==> config.mk <==
export PLATFORM = sky130hd
export DESIGN_NAME = width_down_fifo
export DESIGN_NICKNAME = d
export VERILOG_FILES = /design/src/rtl/width_down_fifo.sv
export SDC_FILE = /design/constraint.sdc
export NUM_CORES = 1
export LEC_CHECK = 0
export ABC_AREA = 1
export BUFFER_PORTS_ARGS = -buffer_cell sky130_fd_sc_hd__buf_4
export CAP_MARGIN = 10
export CORE_ASPECT_RATIO = 0.5
export CORE_MARGIN = 3
export CORE_UTILIZATION = 35
export DETAILED_ROUTE_END_ITERATION = 8
export GPL_ROUTABILITY_DRIVEN = 0
export SYNTH_ARGS = -nofsm -noshare
export SYNTH_HDL_FRONTEND = slang
export SYNTH_SLANG_ARGS = --single-unit
==> constraint.sdc <==
create_clock -name clk -period 21.8 [get_ports clk]
set_clock_uncertainty 0.2 [all_clocks]
set_input_delay 4.36 -clock clk [delete_from_list [all_inputs] [get_ports clk]]
set_output_delay 4.36 -clock clk [all_outputs]
set_load 0.01 [all_outputs]
==> src/rtl/width_down_fifo.sv <==
// rtl/width_down_fifo.sv - word FIFO feeding a wide-to-narrow slice serializer
module width_down_fifo #(
  parameter int IN_W      = 64,
  parameter int OUT_W     = 8,
  parameter int DEPTH     = 8,
  parameter int MSB_FIRST = 1
) (
  input  logic                         clk,
  input  logic                         reset_n,
  input  logic                         flush,
  input  logic                         in_valid,
  input  logic [IN_W-1:0]              in_data,
  output logic                         in_ready,
  input  logic                         out_ready,
  output logic                         out_valid,
  output logic [OUT_W-1:0]             out_data,
  output logic                         out_last,
  output logic [$clog2(DEPTH):0]       level,
  output logic                         empty
);

  localparam int RATIO = IN_W / OUT_W;
  localparam int AW    = $clog2(DEPTH);
  localparam int CW    = $clog2(RATIO);
  localparam logic [CW-1:0] LAST_CNT = CW'(RATIO - 1);

  localparam logic [0:0] ST_IDLE  = 1'b0;
  localparam logic [0:0] ST_SHIFT = 1'b1;

  logic [IN_W-1:0] mem [DEPTH];

  logic [AW:0]     wr_ptr_q, wr_ptr_d;
  logic [AW:0]     rd_ptr_q, rd_ptr_d;
  logic [AW:0]     level_q;
  logic [0:0]      state_q, state_d;
  logic [CW-1:0]   cnt_q, cnt_d;
  logic [IN_W-1:0] word_q, word_d;

  logic full;
  logic fifo_empty;
  logic push;
  logic pop;
  logic accept;
  logic at_last;

  assign full       = (wr_ptr_q[AW-1:0] == rd_ptr_q[AW-1:0]) && (wr_ptr_q[AW] != rd_ptr_q[AW]);
  assign fifo_empty = (wr_ptr_q == rd_ptr_q);
  assign in_ready   = !full;

  assign at_last = (state_q == ST_SHIFT) && (cnt_q == LAST_CNT);
  assign accept  = (state_q == ST_SHIFT) && out_ready;
  assign push    = reset_n && !flush && in_valid && !full;
  // A load happens from IDLE, or on the final slice so the next word follows without a bubble.
  assign pop     = !flush && !fifo_empty && ((state_q == ST_IDLE) || (accept && at_last));

  always_comb begin
    wr_ptr_d = wr_ptr_q;
    rd_ptr_d = rd_ptr_q;
    state_d  = state_q;
    cnt_d    = cnt_q;
    word_d   = word_q;

    if (push) begin
      wr_ptr_d = wr_ptr_q + 1'b1;
    end

    if (accept) begin
      if (at_last) begin
        state_d = ST_IDLE;
        cnt_d   = '0;
      end else begin
        cnt_d  = cnt_q + 1'b1;
        word_d = (MSB_FIRST != 0) ? (word_q << OUT_W) : (word_q >> OUT_W);
      end
    end

    if (pop) begin
      rd_ptr_d = rd_ptr_q + 1'b1;
      state_d  = ST_SHIFT;
      cnt_d    = '0;
      word_d   = mem[rd_ptr_q[AW-1:0]];
    end

    if (flush) begin
      wr_ptr_d = '0;
      rd_ptr_d = '0;
      state_d  = ST_IDLE;
      cnt_d    = '0;
    end
  end

  always_ff @(posedge clk) begin
    if (!reset_n) begin
      wr_ptr_q <= '0;
      rd_ptr_q <= '0;
      level_q  <= '0;
      state_q  <= ST_IDLE;
      cnt_q    <= '0;
    end else begin
      wr_ptr_q <= wr_ptr_d;
      rd_ptr_q <= rd_ptr_d;
      level_q  <= wr_ptr_d - rd_ptr_d;
      state_q  <= state_d;
      cnt_q    <= cnt_d;
    end
  end

  // The held word is never reset; every output that exposes it is gated by state.
  always_ff @(posedge clk) begin
    word_q <= word_d;
    if (push) begin
      mem[wr_ptr_q[AW-1:0]] <= in_data;
    end
  end

  assign out_valid = (state_q == ST_SHIFT);
  assign out_last  = at_last;
  assign out_data  = (state_q != ST_SHIFT) ? '0 :
                     (MSB_FIRST != 0) ? word_q[IN_W-1 -: OUT_W] : word_q[OUT_W-1:0];
  assign level     = level_q;
  assign empty     = (level_q == '0) && (state_q == ST_IDLE);

endmodule

Word-level counts from Yosys, hierarchy flattened
Memory sizes are Yosys's and may differ from the RTL's. A register that Yosys moved wholly into a read port is not among the register bits.
Cells that the tools add are included.
{"block": "totals", "regBits": 80, "mem_bits_rw": 512, "input_bits": 69, "out_inout_bits": 16, "memories": 1}
{"block": "classes", "n_addsub": 4, "n_eq_ne": 5, "mux": 15, "n_bitwise": 2, "reduce_logical": 21}
{"memory": "mem", "words": 8, "word_bits": 64, "rd": 1, "rd_ports_with_merged_regs": 1, "wr": 1, "line_no": "30", "text": "logic [IN_W-1:0] mem [DEPTH];"}
{"operator": "64-bit two-way mux", "n": 3}
{"operator": "4-bit two-way mux", "n": 4}
{"operator": "1-bit logical AND", "n": 10}
{"operator": "4-bit by 1-bit adder with 4-bit output (second input constant)", "n": 2}
{"operator": "8-bit two-way mux", "n": 1}
{"operator": "3-bit two-way mux", "n": 2}
{"operator": "1-bit two-way mux", "n": 5}
{"operator": "4-bit equality test", "n": 1}
{"operator": "4-bit logical NOT", "n": 1}
{"operator": "2-bit AND reduction", "n": 2}
{"operator": "2-bit nonzero test", "n": 2}
{"operator": "4-bit subtractor", "n": 1}
{"operator": "3-bit by 1-bit adder with 3-bit output (second input constant)", "n": 1}
{"operator": "3-bit equality test", "n": 1}
{"operator": "3-bit equality test (second input constant)", "n": 1}
{"operator": "1-bit logical NOT", "n": 3}
{"operator": "3-bit OR reduction", "n": 1}
{"operator": "2-bit != test (second input constant)", "n": 1}
{"operator": "1-bit NOT", "n": 2}
{"operator": "2-bit OR reduction", "n": 1}
{"operator": "1-bit logical OR", "n": 1}
{"operator": "1-bit != test", "n": 1}

Logic depth before layout (Yosys ltp)
Gate-level depths: netlist of run 1.
{"block": "logic_depth", "ltp_word": 8, "mapped_depth": 18, "depth_no_buf": 17}

Worst setup path after synthesis of run 1
Ideal clock, no wire load.
{"block": "synth_timing", "path_kind": "input port to flip-flop", "startpoint": "input port flush", "endpoint": "memory mem[6][0], enable pin", "setup_ps": 565, "t_arrival_ps": 9440, "required_ps": 21035, "slack_ps": 11596, "stages": 8, "n_path_buf": 1, "path_cell_list": "buf_6 inv_1 nand2_1 nor2_1 nand2_1 inv_1 nand2_1 nor3_1"}
{"block": "synth_between", "elab_chain_cells": 6}
{"item": "from (decl)", "line_no": "10", "text": "input logic flush,"}
{"item": "1-bit logical NOT", "line_no": "52", "text": "assign push = reset_n && !flush && in_valid && !full;"}
{"item": "1-bit logical AND (3 in series)", "line_no": "52"}
{"item": "1-bit two-way mux", "line_no": "111", "text": "if (push) begin"}
{"item": "1-bit two-way mux (not written as such)", "line_no": "112", "text": "mem[wr_ptr_q[AW-1:0]] <= in_data;"}
{"item": "to (decl)", "line_no": "30"}
No other way between the ends.

Worst setup path after layout of run 1
{"block": "layout_timing", "startpoint": "register rd_ptr_q[1]", "endpoint": "output port in_ready"}
{"block": "layout_between", "elab_chain_cells": 3}
{"item": "from (decl)", "line_no": "33", "text": "logic [AW:0] rd_ptr_q, rd_ptr_d;"}
{"item": "from (signal assigned)", "line_no": "101", "text": "rd_ptr_q <= rd_ptr_d;"}
{"item": "3-bit equality test", "line_no": "46", "text": "assign full = (wr_ptr_q[AW-1:0] == rd_ptr_q[AW-1:0]) && (wr_ptr_q[AW] != rd_ptr_q[AW]);"}
{"item": "1-bit logical AND", "line_no": "46"}
{"item": "1-bit logical NOT", "line_no": "48", "text": "assign in_ready = !full;"}
{"item": "to (decl)", "line_no": "13", "text": "output logic in_ready,"}
No other way between the ends.

==> results of run 1 <==
==> power by group through the flow <==
stage	clock (mW)	sequential [mW]	combinational (mW)
2_1_floorplan	0	1.29	0.0558
3_3_place_gp	0	1.29	0.0937
3_5_place_dp	0	1.29	0.0959
4_1_cts	0.899	1.27	0.0959
5_1_grt	0.941	1.27	0.107
6_report	0.884	1.27	0.0950
==> flip-flops by register name (all words and copies together) (netlist names) <==
signal and flops:
mem 512, wr_ptr_q 4, word_q 64, level 4
out_valid 1, rd_ptr_q 4, cnt_q 3
==> routing by layer <==
layer  GRT usage  share of wire  vias up
met4     0.03187          0.015        0
li1            -              -     6491
met5           0              0        -
met2      0.2505           0.47      344
met3     0.01893          0.050       68
met1      0.2188           0.46     7001
==> area by class of cell <==
| cell class | instances | area (um^2) |
|---|---|---|
| diodes | 1 | 2.502 |
| clock buffers | 67 | 1421 |
| well taps | 871 | 1090 |
| repair buffers | 106 | 815.8 |
| flip-flops and latches | 592 | 17630 |
| fillers | 5875 | 37930 |
| multi-input cells | 990 | 4776 |
| inverters | 36 | 145.1 |
| clock inverters | 31 | 196.4 |
==> path summary, 6_finish.rpt <==
kind                                 to  cells after the start
setup reg to reg   mem[1][40]$_DFFE_PP_                     11
setup / recovery               in_ready                      6
hold reg to reg   cnt_q[0]$_SDFFE_PP0P_                      1
hold / removal    cnt_q[0]$_SDFFE_PP0P_                      1
==> worst reg2reg max path, stage by stage, from the launching register on <==
cell,delay (ns)
sky130_fd_sc_hd__dfxtp_4,0.65
sky130_fd_sc_hd__inv_2,0.15
sky130_fd_sc_hd__buf_4,0.72
sky130_fd_sc_hd__nand2_1,0.11
sky130_fd_sc_hd__nand2_1,0.12
sky130_fd_sc_hd__nor2_1,0.04
sky130_fd_sc_hd__nand2_1,0.12
sky130_fd_sc_hd__nand2_1,0.11
sky130_fd_sc_hd__inv_1,0.12
sky130_fd_sc_hd__nand2_1,0.23
sky130_fd_sc_hd__nor2_4,0.73
sky130_fd_sc_hd__buf_4,0.78
==> stage by stage <==
stage | util | hold WS (ns) | worst slack, ns
final | 0.4074 | 0.3046 | 14.10
after global routing | 0.4074 | 0.3190 | 13.82
after CTS | 0.4069 | 0.3050 | 14.01
after detailed placement | 0.3816 | 0.2914 | 14.12
after global placement | 0.3816 | 0.2873 | 14.23
after floorplan | - | 0.2592 | 11.60
==> cells in the final DEF (no fill, tap or decap), types with 2 or more instances in the layout <==
| cell | synthesis | layout |
|---|---|---|
| sky130_fd_sc_hd__edfxtp_1 | 576 | 576 |
| sky130_fd_sc_hd__nor2_1 | 340 | 334 |
| sky130_fd_sc_hd__o21ai_0 | 257 | 256 |
| sky130_fd_sc_hd__nand2_1 | 160 | 160 |
| sky130_fd_sc_hd__o22ai_1 | 112 | 112 |
| sky130_fd_sc_hd__buf_4 | 4 | 105 |
| sky130_fd_sc_hd__a31oi_1 | 56 | 56 |
| sky130_fd_sc_hd__clkbuf_16 | 0 | 55 |
| sky130_fd_sc_hd__inv_1 | 32 | 31 |
| sky130_fd_sc_hd__clkinv_2 | 0 | 16 |
| sky130_fd_sc_hd__nand3_1 | 16 | 16 |
| sky130_fd_sc_hd__o221ai_1 | 16 | 16 |
| sky130_fd_sc_hd__clkinv_1 | 0 | 13 |
| sky130_fd_sc_hd__dfxtp_1 | 16 | 13 |
| sky130_fd_sc_hd__clkbuf_1 | 73 | 12 |
| sky130_fd_sc_hd__ha_1 | 7 | 7 |
| sky130_fd_sc_hd__nor2_4 | 0 | 6 |
| sky130_fd_sc_hd__a21oi_1 | 4 | 4 |
| sky130_fd_sc_hd__xor2_1 | 3 | 3 |
| sky130_fd_sc_hd__dfxtp_4 | 0 | 3 |
| sky130_fd_sc_hd__inv_6 | 0 | 2 |
| sky130_fd_sc_hd__nor3_1 | 3 | 2 |
| sky130_fd_sc_hd__nor3_2 | 1 | 2 |
| sky130_fd_sc_hd__a22oi_1 | 2 | 2 |
| sky130_fd_sc_hd__o21ai_1 | 2 | 2 |
| sky130_fd_sc_hd__bufinv_16 | 0 | 2 |
==> cells by family after synthesis <==
logic type | after synthesis | synth area share
XOR/XNOR | 4 | 0.001523
AND/OR/NAND/NOR | 526 | 0.08803
AO/OA/AOI/OAI | 452 | 0.1107
flip-flops | 592 | 0.7656
buffers and inverters | 150 | 0.02953
adder cells (fa/ha/maj) | 8 | 0.004676
==> summary.md, run 1 <==
Data on the critical path is required at its endpoint by 17.24 ns. The run gives 0.7656 as the sequential cell area fraction in the yosys report. The run gives 0.565 as the sequential cell fraction of total power. After floorplanning, the core was sized to cover 64010 um^2. Entering global routing, the biggest net connects 96 pins.

For this design the ratio of total power to cell area is 86.23 nW/um^2. The max-slew violation count was 0. Along the worst path, the maximum fanout reaches 80. The reported leakage power was 8.679 nW; the number of hold buffers added after CTS was 0. The startpoint identified for the worst register-to-register timing path is rd_ptr_q[2]$_SDFF_PN0_.

The library cell contributing the largest single delay on the critical path is sky130_fd_sc_hd__dfxtp_4. Counting stages on the worst path, the most repeated cell is sky130_fd_sc_hd__nand2_1. The run gives 13516 as the number of global-route vias before repair. The first global-routing pass estimated 82100 um of wire. The die covers 69050 um^2. The share of the synthesized area in the top cell type is 0.7517, and the starting density of the core is 0.3595.

The fraction of power spent switching nets was 0.2098. The critical path is of the reg2out type. STA classifies the critical path startpoint as a flip-flop. Across the VDD grid, the largest voltage drop is 0.00005619 V.

After detailed routing, the number of remaining DRC violations is 0. For this run, the leading register cell type out of synthesis is sky130_fd_sc_hd__edfxtp_1. The tool flagged a number of max-cap violations equal to 0. The tools report the count of yosys warnings during synthesis as 0.

The worst hold path begins at cnt_q[0]$_SDFFE_PP0P_. The worst slew margin relative to its limit is 0.2541, and the y dimension of the die is 187.3 um. Across all register-to-register paths, the minimum setup slack is 17.32 ns.

Counting I/O delays and the setup requirement, the final critical path takes 7.703 ns. The global router's overall resource usage was 0.1527; the final setup violation count was 0. Walking the worst path, the cells encountered are clkinv_2 -> nand2_1 -> nand2_1 -> nor2_2 -> nand2_1 -> buf_4.

Synthesis instantiated 34 different standard cells from the library. The most critical setup path has its startpoint at rd_ptr_q[1]$_SDFF_PN0_. The number of sinks handled by clock tree synthesis was 592. The finished cells cover 26080 um^2.

The post-synthesis register bit count is 592. The run finished with clean final reports. Once layout is complete, the cells apart from fillers number 2694. Setup repair after global routing left no endpoint under its margin. TritonCTS built the clock tree. The fraction of registers with async set/reset came out at 0. The library cell occupying the most area in the post-synthesis netlist is sky130_fd_sc_hd__edfxtp_1. Dividing the synthesized area by the synthesized cell count gives 13.29 um^2. The die width was 368.6 um.

At the pin with the least slew margin, the transition time is 1.119 ns. Once placement finished, the instance area stood at 24430 um^2. In this run, the number of DRC markers left after iteration 0 of detailed routing was 1326. Global routing finished with a remaining overflow of 0. The count of buffers inserted at the top-level ports was 84. Clock tree synthesis inserted a total of 54 buffers. The tools report the clock root buffer master as sky130_fd_sc_hd__clkbuf_16. The initial antenna violation count was 1.

For the internal portion of total power, the log shows 1.777 mW. Post-CTS timing repair inserted 0 buffers for setup. The clock latency of the later-clocked register in the worst-skew pair is 0.59 ns, and the via count is 13904.

The worst stage delay on the critical path came out at 1.00 ns. For the number of hold-slack violations in the final timing report, the log shows 0. The logs give 1857 for the number of nets in the finished design and 3.14 ns for the signal arrival time at the worst endpoint. For the combinational cell fraction of total power, the log shows 0.042.

When the netlist entered floorplanning its net count stood at 1809. Detailed placement finished with a half-perimeter wire length of 27570 um. The number of instances resized during post-cts repair is 0, and the reported net switching power is 0.4718 mW. Overall power consumption after layout is estimated at 2.249 mW. The share of the clock period used by the worst path is 0.3534, and the depth of the CTS H-tree is 2.

The run gives 6 as the number of iterations in the first detailed-routing pass. Clock-pin slew was measured on the worst setup and hold paths at 0.07 ns. Grouping stages by cell kind, the critical path spends the most delay in flip-flops. By count the netlist is led by sky130_fd_sc_hd__edfxtp_1 (576), sky130_fd_sc_hd__nor2_1 (340), sky130_fd_sc_hd__o21ai_0 (257), sky130_fd_sc_hd__nand2_1 (160), sky130_fd_sc_hd__o22ai_1 (112). In this run the remaining antenna-violating nets after routing total 0. The share of cells above drive strength 1 is 0.1098. The average via count per standard cell is 5.161. Synthesis produced 1732 cells.

The most frequently used cell type in the post-synthesis netlist is sky130_fd_sc_hd__edfxtp_1. After synthesis, the cell types taking the most area are sky130_fd_sc_hd__edfxtp_1 (75%), sky130_fd_sc_hd__o21ai_0 (5.6%), sky130_fd_sc_hd__nor2_1 (5.5%). For the share of total power in the clock network, the log shows 0.393. Signed area change from the synthesized netlist to the final layout: 13.32%.

Derived from the worst setup path, the maximum achievable clock frequency is 0.1298 GHz. During I/O placement, the number of pins put on the boundary was 85. The synthesized netlist occupies a cell area of 23010 um^2.

The number of instances in the placed design is 2594, and the final routed wirelength across all metal layers is 53630 um. After routing, the total negative slack on setup checks comes to 0 ns. The buffer and inverter count on the worst path was 2. Row generation in the floorplan step produced 65 rows. The path class of the tightest hold or removal check is reg2reg. The average wire length per cell after detail routing is 19.91 um.

The worst setup path is captured at an output port. In this run the deepest clock path goes through 3 buffers. The synthesized design contains 576 enable-type register cells.
Power figures use the tool's default switching activity.
==> run 2, diff against run 1 <==
Clock period 21.8 ns to 8.1 ns, I/O delays scaled along.
==> run 2 against run 1 <==
Net effect: clock power grew to 2.8 times the previous value; first-iteration DRC count shrank 4.4%; critical endpoint is now mem[4][63]$_DFFE_PP_; combinational power grew to 2.7 times the previous value; die area is the same; power grew to 2.7 times the previous value; sequential power grew to 2.7 times the previous value; worst setup slack lost 10 ns; via count shrank 0.70%; non-clock buffer count shrank 1; utilization grew 0.11 points; register-to-register slack lost 13 ns; largest power group unchanged; global-route usage shrank 0.22 points.
==> summary.md, run 2 (synthesis results as in run 1) <==
The number of rows in the core area was 65; the detailed placer's ending HPWL was 28390 um. The analysis attributes to cell leakage a power of 8.702 nW. The category of the worst setup path launch point is a primary input. The share of the clock period used by the worst path was 0.5217. Grouping stages by cell kind, the critical path spends the most delay in simple AND/OR/NAND/NOR gates.

The logs give 2 for the depth of the CTS H-tree and 0.3595 for the starting density of the core. The number of top-level pins was 85; the maximum buffer depth of the clock tree was 3. Initial antenna violation count: 2. The share of cells above drive strength 1 works out to 0.1076.

Subtracting the final worst setup slack from the clock period gives 4.225 ns. The max-slew violation count was 0. For this run, the slowest stage of the critical path takes 0.95 ns.

The number of hold-slack violations in the final timing report was 0; the global router's overall resource usage was 0.1504. After the flow finishes, the layout carries non-filler instances totaling 2693. The count of nets left with antenna violations once routing finished came out at 0. The routed layout has 13806 vias. The classification of the worst-slack hold path was reg2reg. The maximum fanout count along the critical path came out at 33.

The average via count per standard cell was 5.127. The run gives 0 as the aggregate global routing overflow. Buffers inserted to repair hold after CTS numbered 0. The worst setup path is of the in2reg kind.

The most numerous cell type found on the critical path is sky130_fd_sc_hd__nand2_1. The number of setup buffers added after CTS is 0. The tools report the worst slew margin relative to its limit as 0.1857. The signed area change from the synthesized netlist to the final layout was 13.63%.

In this run, the number of DRC markers left after iteration 0 of detailed routing was 1267. The die covers 69050 um^2. The logs give 13184 for the number of global-route vias before repair and 0 for the number of instances resized during post-cts repair. Data required time of the critical path: 8.11 ns. Max-cap violations in this run came to 0. The signal arrival time at the worst endpoint was 4.23 ns; the tightest hold margin was 0.2917 ns. The logs give 5862 for the count of filler cells inserted in the layout and 54 for the clock buffer count from CTS. The run gives 4776 um^2 as the multi-input logic area. The clock root buffer master is sky130_fd_sc_hd__clkbuf_16. For this design, the slowest cell found on the critical path is sky130_fd_sc_hd__nor2_4. The most common cell after layout, fill and taps aside is sky130_fd_sc_hd__edfxtp_1. The first global-routing pass estimated 81250 um of wire.

The region available for standard cell placement spans 64010 um^2. The average wire length per cell after detail routing works out to 19.67 um. At the later pin of the worst-skew pair, clock insertion delay measures 0.60 ns. The floorplan step set the die width to 368.6 um. The clock transition at the registers of the reported paths was 0.06 ns; the buffer and inverter count on the worst path was 4. The number of sinks handled by clock tree synthesis came out at 592. TritonCTS built the clock tree.

The endpoint class of the critical path is a flip-flop. Based on the critical path, the design can be clocked at up to 0.2367 GHz. The logs give 98 for the largest net degree at the start of global routing and 52980 um for the final routed wirelength across all metal layers. The library cells used most frequently in the layout, excluding fill and tap cells, are sky130_fd_sc_hd__edfxtp_1 (576), sky130_fd_sc_hd__nor2_1 (334), sky130_fd_sc_hd__o21ai_0 (256). Number of iterations in the first detailed-routing pass: 7. The flip-flop count of the largest register after layout came out at 512. The total power consumption of the routed design was 6.174 mW. Setup violations remaining at the end of the flow were counted as 0.

The critical path goes through buf_4 -> inv_1 -> nand2_1 -> nor2_1 -> nand2_1 -> inv_1 -> nand2_1 -> nor2_4 -> buf_4. The final layout contains 1856 nets. The utilization of the core after routing was 0.4085; the register area was 17630 um^2. Setup repair after global routing left no endpoint under its margin.

Across the VDD grid, the largest voltage drop is 0.0001105 V. For this run, design rule violations remaining after detail routing come to 0. The transition at the pin with the smallest max-transition slack was 1.221 ns. Count of buffers inserted at the top-level ports: 84. The run gives 2594 as the number of instances in the placed design. The y dimension of the die is 187.3 um.

The flow ran to the end, and the final reports show no timing, DRC or antenna violations. The power per cell area was 236.1 nW/um^2. The run gives 0 ns as the post-route setup TNS.
run 2: area by class of cell:
class,instances,share of cell area
flip-flops and latches,592,0.6742
multi-input cells,990,0.1827
clock buffers,64,0.05312
well taps,871,0.04168
repair buffers,105,0.03015
clock inverters,34,0.01254
inverters,36,0.005551
diodes,1,0.00009571
run 2: worst paths after layout:
kind,to,cells after the start,startpoint,slack [ns]
setup / recovery,mem[4][63]$_DFFE_PP_,9,flush,3.87
hold reg to reg,cnt_q[0]$_SDFFE_PP0P_,1,cnt_q[0]$_SDFFE_PP0P_,0.29
setup reg to reg,mem[4][63]$_DFFE_PP_,10,rd_ptr_q[0]$_SDFF_PN0_,4.07
hold / removal,cnt_q[0]$_SDFFE_PP0P_,1,cnt_q[0]$_SDFFE_PP0P_,0.29
run 2: per-layer routing:
metal / vias up / GRT usage / wire length, um / share of wire
met5: - / 0 / 13 / 0.00025
met4: 2 / 0.03171 / 726 / 0.014
met3: 65 / 0.02370 / 2756 / 0.052
met2: 325 / 0.2378 / 24590 / 0.46
met1: 6920 / 0.2199 / 24890 / 0.47
li1: 6494 / - / - / -
run 2: stage by stage:
step / area (um^2) / setup WS, ns
3_5_place_dp: 24430 / 3.226
3_3_place_gp: 24430 / 3.284
5_1_grt: 26150 / 3.669
4_1_cts: 26140 / 3.841
2_1_floorplan: 23010 / 0.6355
6_report: 26150 / 3.875
run 2: where the power goes:
| part | total [mW] | leakage, nW | switching [mW] | internal (mW) |
|---|---|---|---|---|
| Combinational | 0.260 | 2.54 | 0.179 | 0.0817 |
| Clock | 2.50 | 0.838 | 1.08 | 1.41 |
| Sequential | 3.42 | 5.33 | 0.0200 | 3.40 |
==> run 3, diff against run 2 <==
Settings changed: ABC_AREA 1 to 0.
Clock period 8.1 ns to 3.8 ns, I/O delays scaled along.
==> run 3 against run 2 <==
Net effect: critical path type is now reg2reg; count of clock-buffer cells in the layout grew 4; utilization is 0.33 points higher; global-route usage shrank 1.7 points; critical endpoint is now level[3]$_SDFF_PN0_; area after synthesis fell by 1.7%.
==> summary.md, run 3 <==
The final critical-path setup slack was 0.5518 ns; the tightest hold margin was 0.2011 ns. By instance count, the leading cell after synthesis is sky130_fd_sc_hd__edfxtp_1. The most common cell after layout, fill and taps aside was sky130_fd_sc_hd__edfxtp_1. The peak-usage layer in the global routing report was met2.

The power per cell area was 479.9 nW/um^2. Once the clock tree was built, the resizer swapped 0 gates to a different size. Entering global routing, the biggest net connects 124 pins.

In this run, post-CTS hold repair placed 0 buffers. Count of flip-flops with a built-in enable after synthesis: 576. The share of the clock period used by the worst path works out to 0.8548.

Final routed wirelength across all metal layers: 44980 um. The clock passes through at most 3 buffers. The flow ran to the end, and the final reports show no timing, DRC or antenna violations.

The filler cells instantiated in the layout total 5493. The maximum fanout count along the critical path was 11; the average wire length per cell after detail routing was 21.56 um. Summing every instance area after synthesis gives 22630 um^2. After layout, the minimum clock period comes to 3.248 ns. The worst-case reg-to-reg path depth was 9; the reported max-cap violation count was 0. The number of nets in the synthesized netlist is 1143.

The first-pass GRT wire length is 68660 um, and the die width is 365.6 um. The run gives 592 as the number of sinks handled by clock tree synthesis. The run gives 0.6121 ns as the pre-CTS setup slack. TritonCTS built the clock tree. The sequential cell area fraction in the yosys report came out at 0.7785. In the layout the commonest cells are sky130_fd_sc_hd__edfxtp_1 (576), sky130_fd_sc_hd__mux4_2 (128), sky130_fd_sc_hd__buf_4 (92). The tools report the cell count after synthesis as 1066. Among all stages on the critical path, the largest delay is contributed by sky130_fd_sc_hd__dfxtp_1. The depth of the CTS H-tree was 2. The worst setup path is of the reg2reg kind. The placeable core region was 63520 um^2. For the met2 routing resource usage after global routing, the log shows 0.2312. The tools report the via count as 10324. The count of yosys warnings during synthesis is 0, and the number of nets in the finished design is 1250.

STA classifies the critical path endpoint as a flip-flop. The worst-case IR drop observed on VDD is 0.0003334 V. By count the netlist is led by sky130_fd_sc_hd__edfxtp_1 (576), sky130_fd_sc_hd__mux4_2 (128), sky130_fd_sc_hd__nand2_1 (70), sky130_fd_sc_hd__mux2i_1 (65), sky130_fd_sc_hd__o21ai_0 (57). The transition at the pin with the smallest max-transition slack is 1.092 ns, and the y dimension of the die is 185.8 um. For this design the static power due to leakage is 8.015 nW. After clock tree synthesis, the clock-pin slew on the worst setup and hold paths is 0.06 ns. In this run the number of cells on the critical path is 9. The detail route stage leaves a number of antenna-violating nets equal to 0. From synthesis to final layout, the design area changed by 15.58%. The post-synthesis register bit count is 592. The launch point of the worst reg-to-reg path was wr_ptr_q[1]$_SDFF_PN0_.

The cell sitting at the root of the clock tree is a sky130_fd_sc_hd__clkbuf_16. Following the worst setup path forward leads to its endpoint at level[3]$_SDFF_PN0_. The clock latency of the later-clocked register in the worst-skew pair was 0.59 ns; the number of hold-slack violations in the final timing report was 0.

The number of rows in the core area is 65, and the initial antenna violation count is 0. The starting density of the core was 0.3562. The kind of cell with the highest combined delay along the critical path is compound AO/OA/AOI/OAI gates. The aggregate global routing overflow came out at 0. The flip-flop count of the largest register after layout came out at 512. The met1 routing resource usage after global routing is 0.1782. The synthesized netlist contains 40 unique library cells.

The diode insertion count for antenna repair is 0. The most critical setup path has its startpoint at wr_ptr_q[1]$_SDFF_PN0_. The per-instance average area after synthesis was 21.23 um^2. For the number of global-route vias before repair, the log shows 11100. The tools report the number of top-level pins as 85.

The run gives 5 as the number of iterations in the first detailed-routing pass. The classification of the worst-slack hold path was in2reg. In this run the register-to-register setup slack is 0.55 ns. Setup repair after global routing left no endpoint under its margin. The tools report the number of DRC markers in iteration 0 as 799.

For this run, the leading register cell type out of synthesis is sky130_fd_sc_hd__edfxtp_1. The tools report the clock buffer count from CTS as 54. For the data required time of the critical path, the log shows 4.12 ns. Worst stage delay on the critical path: 0.74 ns.

The count of buffers inserted at the top-level ports was 84. The met3 demand-to-capacity share in global routing is 0.02378, and the signal arrival time at the worst endpoint is 3.57 ns. The setup fix buffers added after clock tree synthesis came out at 0.

Setup violations remaining at the end of the flow were counted as 0. After synthesis, the cell types taking the most area are sky130_fd_sc_hd__edfxtp_1 (76%), sky130_fd_sc_hd__mux4_2 (13%), sky130_fd_sc_hd__mux2i_1 (2.9%). The die covers 67920 um^2.

The worst setup path is launched from a flip-flop. The tools report the achievable clock frequency as 0.3079 GHz. The share of the synthesized area in the top cell type works out to 0.7644.

The fraction of registers with async set/reset was 0; the remaining design rule violation count was 0. Traced cell by cell, the critical path runs through xnor2_1 -> a41oi_1 -> mux2_2 -> nand2_1 -> ha_1 -> a21o_1 -> a21oi_1 -> and3_1 -> o21a_1. Global router's overall resource usage: 0.1337. The worst slew margin relative to its limit was 0.2722; the detailed placer's ending HPWL was 24130 um.

Together, buffers and inverters on the worst path number 0. After detailed routing, the number of vias per cell comes to 4.949. The worst flop-to-flop path endpoint is level[3]$_SDFF_PN0_.

The library cell occupying the most area in the post-synthesis netlist was sky130_fd_sc_hd__edfxtp_1. Share of cells above drive strength 1: 0.2650. The tools report the max-slew violation count as 0.
run 3: area by class of cell:
class                           count  area, um^2  area share
Sequential cell                   592       17630      0.6740
Clock buffer                       68        1425     0.05449
Timing Repair Buffer              105       950.9     0.03636
Inverter                            4       15.01   0.0005741
Tap cell                          871        1090     0.04167
Clock inverter                     30       200.2    0.007654
Multi-Input combinational cell    416        4845      0.1852
run 3: cell families after synthesis:
| logic type | share of synthesized area |
|---|---|
| buffers and inverters | 0.01183 |
| flip-flops | 0.7785 |
| AND/OR/NAND/NOR | 0.02582 |
| AO/OA/AOI/OAI | 0.01814 |
| multiplexers | 0.1566 |
| XOR/XNOR | 0.004258 |
| adder cells (fa/ha/maj) | 0.004755 |
run 3: per-stage QoR:
stage / utilization / setup TNS, ns / cell area, um^2 / std cells / power [mW]
2_1_floorplan: - / -166.51 / 22690 / 1066 / 7.485
3_3_place_gp: 0.3862 / 0 / 24530 / 1988 / 7.646
3_5_place_dp: 0.3862 / 0 / 24530 / 1988 / 7.661
4_1_cts: 0.4118 / 0 / 26150 / 2086 / 12.70
5_1_grt: 0.4118 / 0 / 26150 / 2086 / 12.98
6_report: 0.4118 / 0 / 26150 / 2086 / 12.55
run 3: worst min-delay path by stage:
stage	from	end	cells after the start
floorplan	cnt_q[1]$_SDFFE_PP0P_	cnt_q[1]$_SDFFE_PP0P_	2
global placement	cnt_q[2]$_SDFFE_PP0P_	cnt_q[2]$_SDFFE_PP0P_	2
detailed placement	word_q[52]$_DFFE_PP_	word_q[60]$_DFFE_PP_	2
CTS	in_data[43]	mem[6][43]$_DFFE_PP_	1
global route	in_data[20]	mem[2][20]$_DFFE_PP_	1
finish	in_data[6]	mem[1][6]$_DFFE_PP_	1
run 3: per-layer routing:
layer / vias up / routed length (um) / part of all wire
met2: 180 / 22840 / 0.51
met4: 0 / 622 / 0.014
met5: - / 0 / 0
li1: 4576 / - / -
met1: 5509 / 19630 / 0.44
met3: 59 / 1900 / 0.042
run 3: power by group:
part / leakage [nW] / internal [mW] / switching, mW
Sequential: 5.32 / 7.20 / 0.0125
Clock: 0.802 / 2.78 / 2.25
Combinational: 1.89 / 0.128 / 0.179
